File: src/rtl/frame_load_ctrl.sv
// Purpose : sequences parsed image headers/pixels into the back bank of a double-buffered frame RAM.
// Latency : one cycle from an accepted pixel to its RAM write; bank swap on the edge that ends DONE.
// Backpressure: none -- the parser cannot be stalled; pixels outside LOAD are dropped, a header seen in DONE is held.
//
// Ports:
//   clk, reset (async, active-low)
//   hdr_valid/height/width       : frame header from parser, starts a frame
//   pix_valid/pix_r/pix_g/pix_b  : one pixel per pulse
//   wr_en/wr_addr/wr_data        : frame-RAM write port, wr_addr = {bank, pixel index}
//   disp_bank/disp_height/width  : bank and dimensions of the last complete frame
//   frame_done, busy, err        : swap pulse, LOAD/DONE indicator, sticky error
module frame_load_ctrl #(
    parameter int ADDR_W      = 16,
    parameter int TIMEOUT_CYC = 1000000
) (
    input  logic              clk,
    input  logic              reset,
    input  logic              hdr_valid,
    input  logic [7:0]        height,
    input  logic [7:0]        width,
    input  logic              pix_valid,
    input  logic [7:0]        pix_r,
    input  logic [7:0]        pix_g,
    input  logic [7:0]        pix_b,
    output logic              wr_en,
    output logic [ADDR_W:0]   wr_addr,
    output logic [23:0]       wr_data,
    output logic              disp_bank,
    output logic [7:0]        disp_height,
    output logic [7:0]        disp_width,
    output logic              frame_done,
    output logic              busy,
    output logic              err
);

    localparam int                TMO_W    = $clog2(TIMEOUT_CYC + 1);
    localparam logic [TMO_W-1:0]  TMO_LAST = TMO_W'(TIMEOUT_CYC - 1);

    typedef enum logic [1:0] {
        S_IDLE = 2'd0,
        S_LOAD = 2'd1,
        S_DONE = 2'd2
    } state_t;

    state_t              state_q, state_d;
    logic [7:0]          h_q, h_d, w_q, w_d;
    logic [7:0]          row_q, row_d, col_q, col_d;
    logic [ADDR_W-1:0]   idx_q, idx_d;
    logic [TMO_W-1:0]    tmo_q, tmo_d;
    logic                err_q, err_d;
    logic                disp_bank_q, disp_bank_d;
    logic [7:0]          disp_h_q, disp_h_d, disp_w_q, disp_w_d;
    logic                wr_en_q, wr_en_d;
    logic [ADDR_W:0]     wr_addr_q, wr_addr_d;
    logic [23:0]         wr_data_q, wr_data_d;
    // Header captured during DONE, replayed in the following IDLE cycle.
    logic                pend_vld_q, pend_vld_d;
    logic [7:0]          pend_h_q, pend_h_d, pend_w_q, pend_w_d;

    // Header seen by IDLE: a fresh pulse supersedes one held over from DONE.
    logic                idle_hdr;
    logic [7:0]          idle_h, idle_w;

    always_comb begin
        idle_hdr = hdr_valid | pend_vld_q;
        idle_h   = hdr_valid ? height : pend_h_q;
        idle_w   = hdr_valid ? width  : pend_w_q;
    end

    always_comb begin
        state_d     = state_q;
        h_d         = h_q;
        w_d         = w_q;
        row_d       = row_q;
        col_d       = col_q;
        idx_d       = idx_q;
        tmo_d       = tmo_q;
        err_d       = err_q;
        disp_bank_d = disp_bank_q;
        disp_h_d    = disp_h_q;
        disp_w_d    = disp_w_q;
        wr_en_d     = 1'b0;
        wr_addr_d   = wr_addr_q;
        wr_data_d   = wr_data_q;
        pend_vld_d  = pend_vld_q;
        pend_h_d    = pend_h_q;
        pend_w_d    = pend_w_q;

        case (state_q)
            S_IDLE: begin
                pend_vld_d = 1'b0;
                if (idle_hdr) begin
                    if (idle_h != 8'd0 && idle_w != 8'd0) begin
                        h_d     = idle_h;
                        w_d     = idle_w;
                        row_d   = 8'd0;
                        col_d   = 8'd0;
                        idx_d   = '0;
                        tmo_d   = '0;
                        err_d   = 1'b0;
                        state_d = S_LOAD;
                    end else begin
                        err_d = 1'b1;
                    end
                end
            end

            S_LOAD: begin
                if (hdr_valid) begin
                    // Truncated frame: flag it, then treat the header as in IDLE
                    // except that err stays set until a later clean header.
                    err_d = 1'b1;
                    if (height != 8'd0 && width != 8'd0) begin
                        h_d   = height;
                        w_d   = width;
                        row_d = 8'd0;
                        col_d = 8'd0;
                        idx_d = '0;
                        tmo_d = '0;
                    end else begin
                        state_d = S_IDLE;
                    end
                end else if (pix_valid) begin
                    wr_en_d   = 1'b1;
                    wr_addr_d = {~disp_bank_q, idx_q};
                    wr_data_d = {pix_r, pix_g, pix_b};
                    idx_d     = idx_q + ADDR_W'(1);
                    tmo_d     = '0;
                    if (col_q == w_q - 8'd1) begin
                        col_d = 8'd0;
                        if (row_q == h_q - 8'd1) begin
                            state_d = S_DONE;
                        end else begin
                            row_d = row_q + 8'd1;
                        end
                    end else begin
                        col_d = col_q + 8'd1;
                    end
                end else if (tmo_q == TMO_LAST) begin
                    err_d   = 1'b1;
                    tmo_d   = '0;
                    state_d = S_IDLE;
                end else begin
                    tmo_d = tmo_q + TMO_W'(1);
                end
            end

            S_DONE: begin
                disp_bank_d = ~disp_bank_q;
                disp_h_d    = h_q;
                disp_w_d    = w_q;
                state_d     = S_IDLE;
                if (hdr_valid) begin
                    pend_vld_d = 1'b1;
                    pend_h_d   = height;
                    pend_w_d   = width;
                end
            end

            default: state_d = S_IDLE;
        endcase
    end

    always_ff @(posedge clk or negedge reset) begin
        if (!reset) begin
            state_q     <= S_IDLE;
            h_q         <= 8'd0;
            w_q         <= 8'd0;
            row_q       <= 8'd0;
            col_q       <= 8'd0;
            idx_q       <= '0;
            tmo_q       <= '0;
            err_q       <= 1'b0;
            disp_bank_q <= 1'b0;
            disp_h_q    <= 8'd0;
            disp_w_q    <= 8'd0;
            wr_en_q     <= 1'b0;
            wr_addr_q   <= '0;
            wr_data_q   <= 24'd0;
            pend_vld_q  <= 1'b0;
            pend_h_q    <= 8'd0;
            pend_w_q    <= 8'd0;
        end else begin
            state_q     <= state_d;
            h_q         <= h_d;
            w_q         <= w_d;
            row_q       <= row_d;
            col_q       <= col_d;
            idx_q       <= idx_d;
            tmo_q       <= tmo_d;
            err_q       <= err_d;
            disp_bank_q <= disp_bank_d;
            disp_h_q    <= disp_h_d;
            disp_w_q    <= disp_w_d;
            wr_en_q     <= wr_en_d;
            wr_addr_q   <= wr_addr_d;
            wr_data_q   <= wr_data_d;
            pend_vld_q  <= pend_vld_d;
            pend_h_q    <= pend_h_d;
            pend_w_q    <= pend_w_d;
        end
    end

    assign wr_en       = wr_en_q;
    assign wr_addr     = wr_addr_q;
    assign wr_data     = wr_data_q;
    assign disp_bank   = disp_bank_q;
    assign disp_height = disp_h_q;
    assign disp_width  = disp_w_q;
    assign err         = err_q;
    assign frame_done  = (state_q == S_DONE);
    assign busy        = (state_q == S_LOAD) || (state_q == S_DONE);

endmodule

File: config.mk
export PLATFORM = sky130hd
export DESIGN_NAME = frame_load_ctrl
export DESIGN_NICKNAME = d
export VERILOG_FILES = /design/src/rtl/frame_load_ctrl.sv
export SDC_FILE = /design/constraint.sdc
export NUM_CORES = 1
export LEC_CHECK = 0
export CAP_MARGIN = 20
export CELL_PAD_IN_SITES_DETAIL_PLACEMENT = 0
export CELL_PAD_IN_SITES_GLOBAL_PLACEMENT = 2
export CORE_ASPECT_RATIO = 0.75
export CORE_UTILIZATION = 25
export CTS_CLUSTER_DIAMETER = 200
export DETAILED_ROUTE_END_ITERATION = 8
export PLACE_DENSITY = 0.61
export SYNTH_ARGS = -nofsm -noshare
export SYNTH_HDL_FRONTEND = slang
export SYNTH_SLANG_ARGS = --single-unit
File: constraint.sdc
create_clock -name clk -period 3.2 [get_ports clk]
set_input_delay 0.96 -clock clk [delete_from_list [all_inputs] [get_ports clk]]
set_output_delay 0.96 -clock clk [all_outputs]
set_load 0.01 [all_outputs]
# Word level (Yosys, flattened, before mapping)
# Cells that the tools add are included.
# word_totals
regBits,147
inputBits,44
out_inout_bits,62
wordCells,121
# classes
addsub,6
n_eq_ne,20
mux,57
n_bitwise,3
reduce_logical,18
# ops
cell,n
two-way mux 8 bit,20
two-way mux 20 bit,6
two-way mux 16 bit,5
one-hot mux 8 bit (2 select lines),4
one-hot mux 20 bit (2 select lines),1
one-hot mux 16 bit (2 select lines),1
nonzero test 8 bit,4
!= test 3 bit (second input constant),7
adder 20 x 1 -> 20 bit (second input constant),1
equality test 20 bit (second input constant),1
adder 16 x 1 -> 16 bit (second input constant),1
adder 8 x 1 -> 8 bit (second input constant),2
equality test 8 bit,2
two-way mux 2 bit,8
subtractor 8 x 1 -> 8 bit (second input constant),2
!= test 4 bit (second input constant),3
!= test 2 bit (second input constant),5
AND reduction 5 bit,2
two-way mux 1 bit,9
AND reduction 4 bit,2
AND reduction 7 bit,1
AND reduction 6 bit,1
one-hot mux 1 bit (2 select lines),2
one-hot mux 2 bit (2 select lines),1
other kinds (10),13

# Depth between registers and ports, before layout
# logic_depth
ltp_word,7
ltp_mapped,11
depth_no_buf,9

# Least setup slack after synthesis
# OpenSTA, ideal clock, no wires.
# synth_path
kind,input port to flip-flop
from,in hdr_valid
to,reg row_q[0]
setup_ps,127
t_arrival_ps,2918
required_ps,3073
path_slack_ps,154
path_stages,9
path_buffers,2
cell_sequence,or4_1 -> o31ai_1 -> nand3_1 -> a21o_1 -> buf_2 -> o211ai_1 -> buf_2 -> nor2_1 -> mux2_1
# synth_between
elab_chain_cells,5
word_cells_on_any_way,15
classes_between,eq/ne: 6; mux: 4; bitwise: 1; reduce/logical: 4
# synth_lines
element,line,rtl
"start, declared",18,"input logic hdr_valid,"
two-way mux 8 bit,n/a,
nonzero test 8 bit,93,if (idle_h != 8'd0 && idle_w != 8'd0) begin
logical AND 1 bit,93,
!= test 2 bit (no source line),n/a,
AND reduction 7 bit (no source line),n/a,
"end signal, assigned",187,row_q <= row_d;
"end, declared",47,"logic [7:0] row_q, row_d, col_q, col_d;"
# Parallel ways exist; a longest one is shown, timed or not.
# A chain may end at the register's enable or synchronous reset.

# Worst setup path after layout
# layout_path
from,in hdr_valid
to,reg col_q[0]
# layout_between
elab_chain_cells,5
word_cells_on_any_way,13
classes_between,eq/ne: 4; mux: 4; bitwise: 1; reduce/logical: 4
# layout_lines
element,line,rtl
two-way mux 8 bit,n/a,
nonzero test 8 bit,93,
logical AND 1 bit,93,
!= test 2 bit (no source line),n/a,
AND reduction 5 bit (no source line),n/a,
"end signal, assigned",188,col_q <= col_d;
"end, declared",47,
# Parallel ways exist; a longest one is shown, timed or not.

==> summary.md <==
| Metric | Value |
|---|---|
| Fin area | `roughly 9700 µm²` |
| Pins over their slew limit | `0` |
| Relative slew margins | `~55%` |
| First-pass GRT wire length | `about 31000 µm` |
| Setup_tns | `0 ns` |
| Post-CTS sizing | `0` |
| Clock root buffer | `clkbuf_16` |
| Crit share post-route | `between 90% and 100%` |
| Die Wd | `197.3 µm` |
| Layout Skew | `a little under 0.008 ns` |
| Syn_nets | `between 700 and 800` |
| All-Layer GR Usage | `between 10% and 20%` |
| Fraction of registers with async set/reset | `between 90% and 100%` |
| IO buf count | `about 110` |
| TritonCTS clock tree | `yes` |
| R2r worst-path depth | `9` |
| Setup Fix Bufs, Post-CTS | `0` |
| Hold path depth | `2` |
| Average wire per standard cell | `between 15 and 20 µm` |
| CTS Hold Buffers Added | `0` |
| Post-DP Area | `just over 9000 µm²` |
| Initial antenna violation count | `1` |
| Critical path class | `primary input to flop` |
| GRT busiest layer | `met2` |
| First drt pass iteration count | `4` |
| Critical Path RT | `around 3.5 ns` |
| IO Pins | `106` |
| Hold WC Path Type | `flop to flop` |
| Power per cell area | `a little over 700 nW/µm²` |
| Worst Path Max Fanout | `8` |
| DRT iter0 DRCs | `357` |
| Fmax | `between 0.3 and 0.4 GHz` |
| Routing usage on met3 | `under 10%` |
| Endpoint class of the critical path | `flop` |
| Vias in the first global route | `between 5000 and 6000` |
| Layout cells sized above 1 | `between 20% and 30%` |
| RSZ-0062 raised after global routing | `no` |
| Global routing usage on met1 | `between 10% and 20%` |
| H-tree Lvls | `4` |
| DR vias | `roughly 5600` |
| Die span in y | `between 100 and 150 µm` |
| P_leak | `~4.2 nW` |
| Total placed cells including tap cells | `1171` |
| Post-synth EDFFs | `0` |
| Slew @ Worst Pin | `between 0.6 and 0.7 ns` |
| Outcome | `finished, final reports clean` |
| Ys Warns | `0` |
| Synth-to-layout area growth | `35.07%` |
| Placed wire-length estimate | `~14000 µm` |
| Total of max-cap violations | `0` |
| Global placer's final weighted congestion | `0.7542` |
| Clock Pin Slew Worst Setup and Hold Paths | `about 0.060 ns` |
| Seq cells post-synth | `147` |
| DR vias/cell | `between 4 and 5` |
| Mapped Cells | `roughly 650` |
| Nets@finish | `between 800 and 900` |
| Worst-Skew Late Latency | `~0.42 ns` |
| Initial Utilization | `25.49%` |
| Routed Antenna Nets | `0` |
| Core area | `between 20000 and 30000 µm²` |
| GRT overflow | `0` |
| Finished Core Util | `approximately a third` |
| Register area share after synthesis | `around 50%` |
| CTS buffer count | `17` |
| Finished Layout Cells | `approximately 1200` |
| Distinct cells, synth | `58` |
| Die area | `approximately 29000 µm²` |
| Setup violators final | `0` |
| DRT Wirelength | `18950 µm` |
| Met2 Use GR | `approximately a fifth` |
| Main flop type after synthesis | `dfrtp_1` |
| Largest net degree at the start of global routing | `between 60 and 70` |
| Peak VDD IR | `~450 µV` |
| DRC viols | `0` |
| Fin crit period | `approximately 3 ns` |
| Final hold violation count | `0` |
| Arr. time, crit path | `roughly 3.3 ns` |
| CP startpoint kind | `primary input` |
| Mean post-synth cell area | `approximately 11 µm²` |
| Fill cells | `about 2800` |
| Clk sinks | `roughly 150` |
| Syn Std Cell Area | `7151 µm²` |
| CTS Buffer Depth | `2` |
| Row count | `between 50 and 60` |
==> stage by stage <==
stage,worst slack (ns),hold WS (ns),power [mW]
after global placement,-0.2058,0.4735,4.767
after CTS,0.1894,0.4984,6.928
final,0.1941,0.4899,6.800
after global routing,0.06421,0.5190,7.261
after floorplan,0.1543,0.4446,3.691
after detailed placement,-0.2523,0.4828,4.832
==> flip-flops by register name (all words and copies together), names as in the netlist, 2 cells and up <==
| name | count |
|---|---|
| w_q | 8 |
| disp_width | 8 |
| idx_q | 16 |
| row_q | 8 |
| col_q | 8 |
| state_q | 2 |
| h_q | 8 |
| pend_h_q | 8 |
| pend_w_q | 8 |
| disp_height | 8 |
| wr_data | 24 |
| wr_addr | 17 |
| tmo_q | 20 |
==> layout make-up <==
type	count	area (µm²)	share of cell area, %
diodes	1	2.502	0.02591
clock buffers	22	464.2	4.806
clock inverters	9	130.1	1.347
inverters	17	63.81	0.6607
multi-input cells	463	3304	34.21
flip-flops and latches	147	3679	38.09
well taps	385	481.7	4.988
repair buffers	159	1533	15.87
==> cells in the mapped netlist, drive strengths merged, types with 12 or more instances <==
cell type	number	area [µm²]
nand4	12	75.07
nand2	42	157.7
xor2	12	105.1
o31ai	20	150.1
inv	17	63.81
or4	16	123.9
a21oi	17	85.08
nor2	36	135.1
o21ai	61	305.3
dfrtp	147	3679
and3	16	100.1
xnor2	14	122.6
clkbuf	22	82.58
mux2	76	855.8
mux2i	18	180.2
nand3	24	120.1
==> routing by layer <==
metal / wire length [µm] / part of all wire [%]
met5: 0 / 0
met1: 9205 / 49
met4: 268 / 1.4
met2: 8413 / 44
met3: 1066 / 5.6
==> worst paths after layout <==
path	endpoint	start	slack [ns]
worst max-delay path	col_q[0]	hdr_valid	0.19
worst min-delay path	wr_addr[16]	wr_addr[16]	0.49
worst max register to register	row_q[4]	w_q[0]	0.36
worst min register to register	wr_addr[16]	wr_addr[16]	0.49
max in group asynchronous	wr_data[17]	reset	1.95
min in group asynchronous	disp_width[1]	reset	0.54
==> critical path, cell delays in order <==
cell and delay (ns):
clkdlybuf4s50_1 0.48, or4_1 0.58, o31ai_1 0.26, nand3_1 0.14
a21o_1 0.24, buf_4 0.16, nand2_1 0.08, nor2_1 0.13
mux2_2 0.29
==> where the power goes <==
| part | switching [mW] | internal [mW] | leakage (nW) |
|---|---|---|---|
| registers | 0.340 | 2.18 | 1.97 |
| logic | 1.11 | 1.15 | 1.98 |
| clock network | 0.765 | 1.26 | 0.290 |
==> cell usage in the layout (no fill, tap or decap), types with 9 or more instances in the layout <==
master | netlist | layout
inv_1 | 17 | 17
clkbuf_16 | 0 | 17
and3_1 | 16 | 16
o31ai_1 | 20 | 20
o21ai_0 | 61 | 61
ha_1 | 9 | 9
dfrtp_1 | 147 | 147
xnor2_1 | 14 | 14
mux2i_1 | 18 | 18
mux2_2 | 75 | 75
clkdlybuf4s50_1 | 0 | 104
nor2_1 | 36 | 36
nand2_1 | 42 | 41
xor2_1 | 12 | 12
nand3_1 | 24 | 24
nand4_1 | 12 | 12
or4_1 | 15 | 15
buf_4 | 0 | 48
a21oi_1 | 17 | 17
==> kinds of logic (layout without fill, tap and decap cells) <==
| group | after synthesis | count (layout) | synth area share [%] |
|---|---|---|---|
| AOI/OAI and AO/OA | 129 | 129 | 11.15 |
| xor gates and xnor gates | 26 | 26 | 3.185 |
| adders and majority gates | 9 | 9 | 1.575 |
| buffers and inverters | 44 | 207 | 2.380 |
| DFF | 147 | 147 | 51.44 |
| muxes | 94 | 94 | 14.49 |
| other | 0 | 1 | 0 |
| and+or+nand+nor | 205 | 205 | 15.78 |
(Power assumes the default switching activity.)
